--- config.mk ---
export PLATFORM = sky130hd
export DESIGN_NAME = nco_phase_inc_sweep
export DESIGN_NICKNAME = d
export VERILOG_FILES = /design/src/rtl/nco_phase_inc_sweep.sv
export SDC_FILE = /design/constraint.sdc
export NUM_CORES = 1
export LEC_CHECK = 0
export CORE_UTILIZATION = 52
export DETAILED_ROUTE_END_ITERATION = 7
export PLACE_DENSITY_LB_ADDON = 0.05
export SYNTH_ARGS = -nofsm -noshare
export SYNTH_HDL_FRONTEND = slang
export SYNTH_SLANG_ARGS = --single-unit
--- constraint.sdc ---
create_clock -name clk -period 5.1 [get_ports clk]
set_clock_uncertainty 0.2 [all_clocks]
set_input_delay 1.53 -clock clk [delete_from_list [all_inputs] [get_ports clk]]
set_output_delay 1.53 -clock clk [all_outputs]
set_load 0.05 [all_outputs]
--- src/rtl/nco_phase_inc_sweep.sv ---
`default_nettype none
// +----------------------------------------------------------------------------+
// | Module      : nco_phase_inc_sweep                                          |
// | Description : Linear phase-increment sweep generator feeding an NCO.       |
// |               Optional triangular repeat mode: NCO_SWEEP_LOOP_EN           |
// | Revision    : 1.0 - initial release                                        |
// +----------------------------------------------------------------------------+
module nco_phase_inc_sweep #(
    parameter int APR     = 32,
    parameter int DWELL_W = 16
) (
    input  logic               clk,
    input  logic               reset_n,
    input  logic               clken,
    input  logic               start,
    input  logic               abort,
    input  logic [APR-1:0]     f_start,
    input  logic [APR-1:0]     f_stop,
    input  logic [APR-1:0]     f_step,
    input  logic [DWELL_W-1:0] dwell,
    output logic [APR-1:0]     phi_inc_o,
    output logic               phi_upd_o,
    output logic               clken_o,
    output logic               busy,
    output logic               done
);

    typedef enum logic [1:0] {
        S_IDLE   = 2'd0,
        S_DWELL  = 2'd1,
        S_STEP   = 2'd2,
        S_FINISH = 2'd3
    } state_t;

    state_t             state_q, state_d;
    logic [APR-1:0]     phi_q, phi_d;
    logic               upd_q, upd_d;
    logic               busy_q, busy_d;
    logic               done_q, done_d;
    logic               dir_q, dir_d;
    logic [DWELL_W-1:0] cnt_q, cnt_d;
    logic [DWELL_W-1:0] dwell_q, dwell_d;
    logic [APR-1:0]     tgt_q, tgt_d;
    logic [APR-1:0]     step_q, step_d;
`ifdef NCO_SWEEP_LOOP_EN
    logic [APR-1:0]     org_q, org_d;
`endif

    logic [APR:0]       sum_up;
    logic [APR:0]       sum_dn;
    logic [APR-1:0]     next_val;

    // One extra bit catches carry/borrow so the clamp can never be bypassed by wrap.
    always_comb begin
        sum_up = {1'b0, phi_q} + {1'b0, step_q};
        sum_dn = {1'b0, phi_q} - {1'b0, step_q};
        if (step_q == '0) begin
            next_val = tgt_q;
        end else if (!dir_q) begin
            next_val = (sum_up > {1'b0, tgt_q}) ? tgt_q : sum_up[APR-1:0];
        end else begin
            next_val = (sum_dn[APR] || (sum_dn[APR-1:0] < tgt_q)) ? tgt_q : sum_dn[APR-1:0];
        end
    end

    always_comb begin
        state_d = state_q;
        phi_d   = phi_q;
        upd_d   = upd_q;
        busy_d  = busy_q;
        done_d  = done_q;
        dir_d   = dir_q;
        cnt_d   = cnt_q;
        dwell_d = dwell_q;
        tgt_d   = tgt_q;
        step_d  = step_q;
`ifdef NCO_SWEEP_LOOP_EN
        org_d   = org_q;
`endif
        if (clken) begin
            upd_d  = 1'b0;
            done_d = 1'b0;
            if (state_q == S_IDLE) begin
                if (start && !abort) begin
                    phi_d   = f_start;
                    upd_d   = 1'b1;
                    busy_d  = 1'b1;
                    dir_d   = (f_stop < f_start);
                    cnt_d   = dwell;
                    dwell_d = dwell;
                    tgt_d   = f_stop;
                    step_d  = f_step;
`ifdef NCO_SWEEP_LOOP_EN
                    org_d   = f_start;
`endif
                    state_d = S_DWELL;
                end
            end else if (abort) begin
                busy_d  = 1'b0;
                state_d = S_IDLE;
            end else begin
                case (state_q)
                    S_DWELL: begin
                        if (cnt_q != '0) begin
                            cnt_d = cnt_q - 1'b1;
                        end else if (phi_q == tgt_q) begin
`ifdef NCO_SWEEP_LOOP_EN
                            tgt_d   = org_q;
                            org_d   = tgt_q;
                            dir_d   = ~dir_q;
                            state_d = S_STEP;
`else
                            state_d = S_FINISH;
`endif
                        end else begin
                            state_d = S_STEP;
                        end
                    end
                    S_STEP: begin
                        phi_d   = next_val;
                        upd_d   = 1'b1;
                        cnt_d   = dwell_q;
                        state_d = S_DWELL;
                    end
                    S_FINISH: begin
                        done_d  = 1'b1;
                        busy_d  = 1'b0;
                        state_d = S_IDLE;
                    end
                    default: state_d = S_IDLE;
                endcase
            end
        end
    end

    always_ff @(posedge clk) begin
        if (!reset_n) begin
            state_q <= S_IDLE;
            phi_q   <= '0;
            upd_q   <= 1'b0;
            busy_q  <= 1'b0;
            done_q  <= 1'b0;
            dir_q   <= 1'b0;
            cnt_q   <= '0;
            dwell_q <= '0;
            tgt_q   <= '0;
            step_q  <= '0;
`ifdef NCO_SWEEP_LOOP_EN
            org_q   <= '0;
`endif
        end else begin
            state_q <= state_d;
            phi_q   <= phi_d;
            upd_q   <= upd_d;
            busy_q  <= busy_d;
            done_q  <= done_d;
            dir_q   <= dir_d;
            cnt_q   <= cnt_d;
            dwell_q <= dwell_d;
            tgt_q   <= tgt_d;
            step_q  <= step_d;
`ifdef NCO_SWEEP_LOOP_EN
            org_q   <= org_d;
`endif
        end
    end

    assign phi_inc_o = phi_q;
    assign phi_upd_o = upd_q;
    assign busy      = busy_q;
    assign done      = done_q;
    assign clken_o   = clken;

endmodule
`default_nettype wire

# After elaboration in Yosys (flattened, before gate mapping)
# Cells that the tools add are included.
totals:
  regBits: 134
  word_cells: 68
  out_inout_bits: 36
classes:
  n_addsub: 3
  order_cmp: 3
  muxes: 30
  eq_ne: 8
  reduce_logical: 14
op_table:
  columns: ["operator", "n"]
  rows:
  - ["two-way mux 32 bit", 8]
  - ["less-than comparator 32 bit", 2]
  - ["two-way mux 16 bit", 4]
  - ["adder 32 x 32 -> 33 bit", 1]
  - ["greater-than comparator 33 x 32 -> 1 bit", 1]
  - ["subtractor 32 x 32 -> 33 bit", 1]
  - ["== test 32 bit", 1]
  - ["zero test 32 bit", 1]
  - ["case mux 16 bit (2 select lines)", 1]
  - ["nonzero test 16 bit", 1]
  - ["subtractor 16 x 1 -> 16 bit (second input constant)", 1]
  - ["two-way mux 1 bit", 12]
  - ["AND reduction 3 bit", 3]
  - ["two-way mux 2 bit", 4]
  - ["nonzero test 3 bit", 2]
  - ["AND reduction 5 bit", 1]
  - ["== test 2 bit (second input constant)", 2]
  - ["inequality test 2 x 1 -> 1 bit (second input constant)", 2]
  - ["inequality test 4 bit (second input constant)", 1]
  - ["case mux 2 bit (2 select lines)", 1]
  - ["AND reduction 4 bit", 1]
  - ["inequality test 3 bit (second input constant)", 1]
  - ["== test 2 x 1 -> 1 bit (second input constant)", 1]
  - ["zero test 2 bit", 1]
  - ["4 further kinds", 4]

# Logic depth before layout (Yosys ltp)
# Gate-level depths: netlist (run 1).
logic_depth:
  depth_word: 9
  depth_mapped: 23
  depth_no_buf: 22

# Least setup slack after synthesis (run 1)
# Ideal clock, no wire load.
synth_path:
  path_type: "register -> register"
  startpoint: "register phi_q[0] (netlist: phi_inc_o[0])"
  endpoint: "register phi_q[27] (netlist: phi_inc_o[27])"
  n_path_buf: 1
  arrival_time_ps: 4823
  slack_ps: -54
  path_stages_with_launch: 23
  required_ps: 4769
  cell_sequence: "dfxtp_1 inv_1 ha_1 inv_1 fa_1 a211oi_1 o21ai_2 o2111ai_1 nand3_2 a21oi_2 o31ai_1 a211o_1 ha_1 nand3_1 nor3_1 a221oi_1 a31oi_1 nor3_1 nor2_1 a21oi_4 buf_2 o2bb2ai_1 o22ai_1"
synth_via:
  elab_chain_len: 9
synth_lines:
  columns: ["element", "line_no", "source"]
  rows:
  - ["start: declaration", "36", "logic [APR-1:0] phi_q, phi_d;"]
  - ["start signal: assignment", "153", "phi_q <= phi_d;"]
  - ["subtractor 32 x 32 -> 33 bit", "56", "sum_dn = {1'b0, phi_q} - {1'b0, step_q};"]
  - ["less-than comparator 32 bit", "62", "next_val = (sum_dn[APR] || (sum_dn[APR-1:0] < tgt_q)) ? tgt_q : sum_dn[APR-1:0];"]
  - ["logical OR 1 bit", "62", null]
  - ["two-way mux 32 bit", "62", null]
  - ["two-way mux 32 bit *", "59", "end else if (!dir_q) begin"]
  - ["two-way mux 32 bit *", "57", "if (step_q == '0) begin"]
  - ["two-way mux 32 bit *", "102", "case (state_q)"]
  - ["two-way mux 32 bit *", "98", "end else if (abort) begin"]
  - ["two-way mux 32 bit *", "83", "if (state_q == S_IDLE) begin"]
# Mark *: on every way between the ends. The rest lies on a longest branch, timed or not. The select of a mux whose other input is x is not followed.
# A chain may end at the register's enable or synchronous reset.

# Worst setup path after layout (run 1)
layout_path:
  startpoint: "register phi_q[0] (netlist: phi_inc_o[0])"
  endpoint: "register phi_q[13] (netlist: phi_inc_o[13])"
# The elaborated chain is that of the path after synthesis.

==> summary.md, run 1 <==
| Metric | Value |
|---|---|
| Status | finished clean |
| Syn nets | 1988 |
| Detailed Route WL | 49.1 mm |
| DP HPWL | 38.7 mm |
| Average size of a mapped cell | 7.39 sq um |
| Crit end category | flip-flop |
| Max Clk Rate | 0.197 GHz |
| Arrival time at the worst endpoint | 5.20 ns |
| PwrDens | 319 nW/um^2 |
| GRT Overall Usage | 38.9% |
| Chip width | 158 microns |
| Total CTS buffers | 17 |
| Area of the multi-input gates | 9620 sq um |
| CP Launch Type | flip-flop |
| Clk slew on worst S/H paths | 0.08 ns |
| Async set-or-reset flop fraction in the synthesized netlist | 0% |
| PortBufs | 152 |
| Number of register bits inferred by synthesis | 134 |
| Final period util | 99.3% |
| Crit Path Max Fanout | 7 |
| Final WS setup | 0.0344 ns |
| # nets final | 2331 |
| Gr ovfl total | 0 |
| Final setup vio count | 0 |
| Syn-to-layout area delta | 37.3% |
| Vias | 14400 |
| Num Clock Sinks | 134 |
| Antenna cell count | 0 |
| Mapped Area | 12600 sq um |
| Starting Density | 53.4% |
| Warnings from Yosys | 0 |
| Global-route wire length before repair | 73.1 mm |
| Worst-Skew Late Latency | 0.44 ns |
| GP Congestion | 0.977 |
| Routed len/inst | 20.6 microns |
| CTS root buf | clkbuf_16 |
| Vias in the first global route | 13500 |
| Worst Tran Pin Value | 0.831 ns |
| Post-synth EDFFs | 0 |
| Rel. slew slack | 44.6% |
| Die span in y | 158 microns |
| Top FF cell, synth | dfxtp_1 |
| Num ports | 153 |
| Final-report hold violation count | 0 |
| Slew Viols, Final | 0 |
| Placed Cells incl. Taps | 2336 |
| Pin count of the biggest net entering global routing | 48 |
| Layout cell share with drive strength beyond 1 | 20.3% |
| Netlist cell types | 90 |
| Syn Inst Count | 1706 |
| Final ANT Viol Nets | 0 |
| Tightest Hold Check Type | reg2reg |
| Drt drc | 0 |
| Tmin final | 5.07 ns |
| Worst setup path class | reg2reg |
| Die area | 24900 sq um |
| Detailed router's first-iteration violation count | 1178 |
| Setup repair after global routing missed its margin | true |
| Final non-filler cell total | 2381 |
| Core outline area | 23600 sq um |
| Seq. cell area | 2690 sq um |
| Row cnt | 56 |
| Overall Power | 5.53 mW |
| Bufs on Longest Clock Path | 2 |
| Leak | 7.26 nW |
| Initial antenna violation count | 1 |
| Post-synthesis sequential area ratio | 21.3% |
| Place WS | -0.297 ns |
| CTS tree | done |
| Required @ worst endpoint | 5.23 ns |
| Final-layout fill cell count | 1923 |
| Peak supply drop | 0.189 mV |
| Max H-tree Level | 4 |
| DR vias/cell | 6.06 |
| DRT Pass-1 Iters | 5 |
| Number of max-cap violations | 0 |
-- cell usage after synthesis, types with 23 or more instances --
cell      instances  area, sq um
nand2_1         239          897
a21oi_1         225         1130
ha_1            163         2040
dfxtp_1         134         2680
inv_1           124          465
nor2_1          112          420
xnor2_1          78          683
clkbuf_1         58          218
nand3_1          54          270
o21ai_0          41          205
nor3_1           39          195
o211ai_1         33          248
a21o_1           27          203
nand4_1          26          163
nand2b_1         23          144
nor4_1           23          144
-- cells by family after synthesis --
group | count (synthesis) | share of synthesized area, %
buffers and inverters | 217 | 7.09
xor gates and xnor gates | 92 | 6.39
muxes | 7 | 0.556
and+or+nand+nor | 586 | 21.9
AOI/OAI and AO/OA | 505 | 26.3
DFF | 134 | 21.3
adders and majority gates | 165 | 16.5
-- path summary, 6_finish.rpt --
check	from	end	slack, ns	cells after the start
worst max-delay path	phi_inc_o[0]$_SDFFE_PN0P_	phi_inc_o[13]$_SDFFE_PN0P_	0.03	24
worst min-delay path	dwell_q[1]$_SDFFE_PN0P_	dwell_q[1]$_SDFFE_PN0P_	0.26	2
worst max register to register	phi_inc_o[0]$_SDFFE_PN0P_	phi_inc_o[13]$_SDFFE_PN0P_	0.03	24
worst min register to register	dwell_q[1]$_SDFFE_PN0P_	dwell_q[1]$_SDFFE_PN0P_	0.26	2
-- per-layer routing --
layer | vias to the layer above | part of all wire (%) | global-route usage (%)
met3 | 102 | 9.2 | 7.50
met5 | - | 0.016 | 0
met2 | 701 | 44 | 61.1
li1 | 6808 | - | -
met4 | 2 | 3.8 | 16.4
met1 | 6808 | 43 | 51.6
-- cell type report --
class / instances / share of cell area (%)
tap: 319 / 2.30
timing repair buffer: 414 / 20.5
inverter: 127 / 2.77
sequential: 134 / 15.5
clock buffer: 17 / 2.46
clock inverter: 15 / 0.932
multi-input combinational: 1355 / 55.5
-- sequential cells by signal (all words and copies together), names as in the netlist --
name,count
state_q,2
cnt_q,16
tgt_q,32
phi_inc_o,32
phi_upd_o,1
done,1
busy,1
dwell_q,16
dir_q,1
step_q,32
-- what timing repair did --
action	4_1_cts	5_1_grt
hold buffers	0	0
setup buffers	3	10
endpoints found under the setup margin	31	32
resized for setup	16	103
pin swaps	8	44
cloned	0	1
-- critical path, stage by stage (launching register included) --
cell and delay, ns:
dfxtp_4 0.37, inv_4 0.06, ha_4 0.13, inv_2 0.04
fa_2 0.40, a211oi_2 0.27, o21ai_2 0.13, o2111ai_2 0.21
nand3_2 0.13, a21oi_4 0.25, o21ba_4 0.18, mux2i_2 0.22
and2_1 0.16, ha_1 0.25, nand2_2 0.10, nor3_4 0.06
a221oi_2 0.30, a31oi_2 0.14, nor3_2 0.32, buf_4 0.19
nor2_4 0.05, a21oi_4 0.26, clkbuf_16 0.21, nand2_4 0.06
a311oi_4 0.27
-- metrics by stage --
| step | hold WS [ns] | util, % | setup TNS (ns) | area (sq um) |
|---|---|---|---|---|
| floorplan | 0.236 | - | 0 | 12600 |
| global placement | 0.243 | 67.9 | -0.878 | 16000 |
| detailed placement | 0.251 | 67.9 | -2.65 | 16000 |
| CTS | 0.260 | 70.9 | 0 | 16700 |
| global route | 0.283 | 73.4 | -0.859 | 17300 |
| finish | 0.256 | 73.4 | 0 | 17300 |
-- cell usage in the layout, fill, tap and decap left out, drive strengths merged, types with 9 or more instances in the layout --
cell           Yosys  layout
xnor2             78      78
xor2              14      14
a2111oi           10      10
a22oi             10      10
o31ai             18      18
o21ai             44      44
o211ai            34      34
a211oi            23      23
clkbuf            58      18
a21oi            228     228
a21o              27      27
dfxtp            134     134
nor2b             21      21
nor2             114     114
a311oi            11      11
nand2            239     239
nand3             55      55
nand2b            23      23
clkdlybuf4s50      0     152
nand4             27      27
a221oi            19      19
nor4              24      24
ha               163     163
a31oi              9       9
nor3              40      40
inv              126     134
buf               32     261
-- power breakdown --
group          internal (mW)  switching, mW  total (mW)
Combinational           1.39           1.69        3.09
Sequential              1.10         0.0661        1.17
Clock                  0.655          0.622        1.28
(Power assumes the default switching activity.)
==> run 2, diff against run 1 <==
--- a/config.mk
+++ b/config.mk
@@ -5,9 +5,11 @@
 export SDC_FILE = /design/constraint.sdc
 export NUM_CORES = 1
 export LEC_CHECK = 0
-export CORE_UTILIZATION = 52
+export CORE_UTILIZATION = 40
 export DETAILED_ROUTE_END_ITERATION = 7
+export GPL_TIMING_DRIVEN = 1
 export PLACE_DENSITY_LB_ADDON = 0.05
+export SETUP_SLACK_MARGIN = 0.15
 export SYNTH_ARGS = -nofsm -noshare
 export SYNTH_HDL_FRONTEND = slang
 export SYNTH_SLANG_ARGS = --single-unit
==> summary.md, run 2 (synthesis results as in run 1) <==
| Metric | Value |
|---|---|
| PortBufs | 152 (unchanged) |
| Detailed Route WL | 53.4 mm (+8.8%) |
| Fin area | 18500 sq um (+6.8%) |
| Syn-to-layout area delta | 46.6% |
| Hold slack | 0.256 ns (-0.000652 ns) |
| Post-CTS Hold Buffers | 0 (unchanged) |
| DP HPWL | 41.7 mm (+7.6%) |
| Core outline area | 30800 sq um (+31%) |
| PwrDens | 329 nW/um^2 (+3.1%) |
| Crit Path Max Fanout | 7 (unchanged) |
| Slew Viols, Final | 0 (unchanged) |
| Final period util | 102% (+2.3 points) |
| Chip width | 180 microns (+14%) |
| Arrival time at the worst endpoint | 5.28 ns (+0.08 ns) |
| Final ANT Viol Nets | 0 (unchanged) |
| Row cnt | 64 (+14%) |
| Largest stage delay, worst path | 0.41 ns (about the same) |
| Starting Density | 40.9% (-13 points) |
| Setup TNS Final | -0.376 ns (-0.376 ns) |
| Vias | 14300 (-1.2%) |
| Max H-tree Level | 4 (unchanged) |
| Total CTS buffers | 17 (unchanged) |
| Leak | 7.67 nW (+5.6%) |
| Peak supply drop | 0.317 mV (+68%) |
| Final setup vio count | 10 (+10) |
| # nets final | 2382 (+2.2%) |
| Crit end category | flip-flop |
| Required @ worst endpoint | 5.20 ns (-0.03 ns) |
| Number of max-cap violations | 0 (unchanged) |
| CTS root buf | clkbuf_16 |
| Routed len/inst | 21.3 microns (+3.3%) |
| Num ports | 153 (unchanged) |
| Most common cell after layout, fill and taps aside | buf_4 |
| DR vias/cell | 5.68 (-6.2%) |
| GP Congestion | 0.962 (-1.5%) |
| Post-DP Area | 16300 sq um (+1.5%) |
| Final-report hold violation count | 0 (unchanged) |
| Worst setup path class | reg2reg |
| Bufs on Longest Clock Path | 2 (unchanged) |
| Die span in y | 180 microns (+14%) |
| Worst path top cell family by delay | compound AO/OA/AOI/OAI gates |
| CTS tree | done |
| Antenna cell count | 0 (unchanged) |
| Final WS setup | -0.0826 ns (-0.117 ns) |
| Slowest cell on crit path | a311oi_2 |
| Tightest Hold Check Type | reg2reg |
| Status | complete, but fails checks |
| Die area | 32200 sq um (+30%) |
| Pin count of the biggest net entering global routing | 52 (+8.3%) |
| CP bufs+invs | 5 (+1) |
| Setup repair after global routing missed its margin | true |
| Num Clock Sinks | 134 (unchanged) |
| GRT Overall Usage | 32.4% (-6.5 points) |
| Global-route wire length before repair | 80.9 mm (+11%) |
| Most frequent cells in the layout | buf_4, nand2_1, a21oi_1 |
| Clk slew on worst S/H paths | 0.08 ns (about the same) |
| Vias in the first global route | 13800 (+2.6%) |
| Failing checks | DRC, setup timing |
| Worst-Skew Late Latency | 0.46 ns (+0.02 ns) |
| DRT Pass-1 Iters | 8 (+3) |
| CP Launch Type | flip-flop |
| Layout cell share with drive strength beyond 1 | 25.3% (+5.0 points) |
| Final non-filler cell total | 2509 (+5.4%) |
| Max Clk Rate | 0.193 GHz (-2.3%) |
| Placed Cells incl. Taps | 2426 (+3.9%) |
| Initial antenna violation count | 0 (-1) |
| Drt drc | 9 (+9) |
| Tmin final | 5.18 ns (+0.117 ns) |
| Rel. slew slack | 25.8% (-19 points) |
| Gr ovfl total | 0 (unchanged) |
| Worst Tran Pin Value | 1.11 ns (+0.279 ns) |
| Detailed router's first-iteration violation count | 1316 (+12%) |
==> run 2: timing repair <==
item / in CTS / in global routing
gates resized for setup: 85 / 148
setup endpoints to repair: 32 / 32
cloned: 0 / 1
pin swaps: 41 / 59
setup buffers: 39 / 11
endpoints found under the hold margin: 0 / 0
==> run 2: path summary, 6_finish.rpt <==
path,start,endpoint,slack [ns],depth (start not counted)
worst max-delay path,phi_inc_o[0]$_SDFFE_PN0P_,phi_inc_o[14]$_SDFFE_PN0P_,-0.08,25
worst min-delay path,dwell_q[3]$_SDFFE_PN0P_,dwell_q[3]$_SDFFE_PN0P_,0.26,2
worst max register to register,phi_inc_o[0]$_SDFFE_PN0P_,phi_inc_o[14]$_SDFFE_PN0P_,-0.08,25
worst min register to register,dwell_q[3]$_SDFFE_PN0P_,dwell_q[3]$_SDFFE_PN0P_,0.26,2
==> run 2: worst reg2reg max path, stage by stage, from the launching register on <==
cell       delay [ns]
dfxtp_4          0.37
inv_4            0.06
ha_4             0.12
inv_2            0.03
fa_2             0.35
a211oi_2         0.21
buf_4            0.15
o21ai_4          0.07
o2111ai_2        0.20
nand3_2          0.13
a21oi_4          0.31
o21ba_4          0.21
mux2i_2          0.25
and2_4           0.19
ha_4             0.20
nand2_2          0.06
nor3_2           0.04
buf_4            0.14
a221oi_2         0.28
a31oi_2          0.18
nor3_4           0.33
nor2_4           0.08
a21oi_4          0.22
buf_12           0.16
a221oi_2         0.07
a311oi_2         0.41
==> run 2: layout make-up <==
cell class	count	area [sq um]
clock buffers	17	425
fillers	2850	12300
multi-input cells	1355	10100
flip-flops and latches	134	2700
clock inverters	15	186
well taps	396	495
inverters	127	480
repair buffers	465	4090
==> run 2: layer usage <==
| metal | global-route usage [%] | up-vias | share of wire [%] |
|---|---|---|---|
| li1 | - | 6922 | - |
| met1 | 45.9 | 6814 | 48 |
| met2 | 51.8 | 451 | 45 |
| met3 | 3.91 | 63 | 5.0 |
| met4 | 8.28 | 0 | 2.2 |
| met5 | 0 | - | 0 |
==> run 2: power breakdown <==
| group | total, mW | internal [mW] | switching (mW) |
|---|---|---|---|
| logic | 3.57 | 1.68 | 1.89 |
| registers | 1.17 | 1.10 | 0.0694 |
| clock network | 1.34 | 0.742 | 0.601 |
| total | 6.09 | 3.53 | 2.56 |
==> run 2: through the flow <==
| stage | total power, mW | util (%) | setup WS, ns |
|---|---|---|---|
| 2_1_floorplan | 2.77 | - | 0.161 |
| 3_3_place_gp | 4.01 | 52.8 | -0.521 |
| 3_5_place_dp | 4.01 | 52.8 | -0.519 |
| 4_1_cts | 5.68 | 57.2 | -0.0239 |
| 5_1_grt | 6.40 | 60.0 | -0.208 |
| 6_report | 6.09 | 60.0 | -0.0826 |
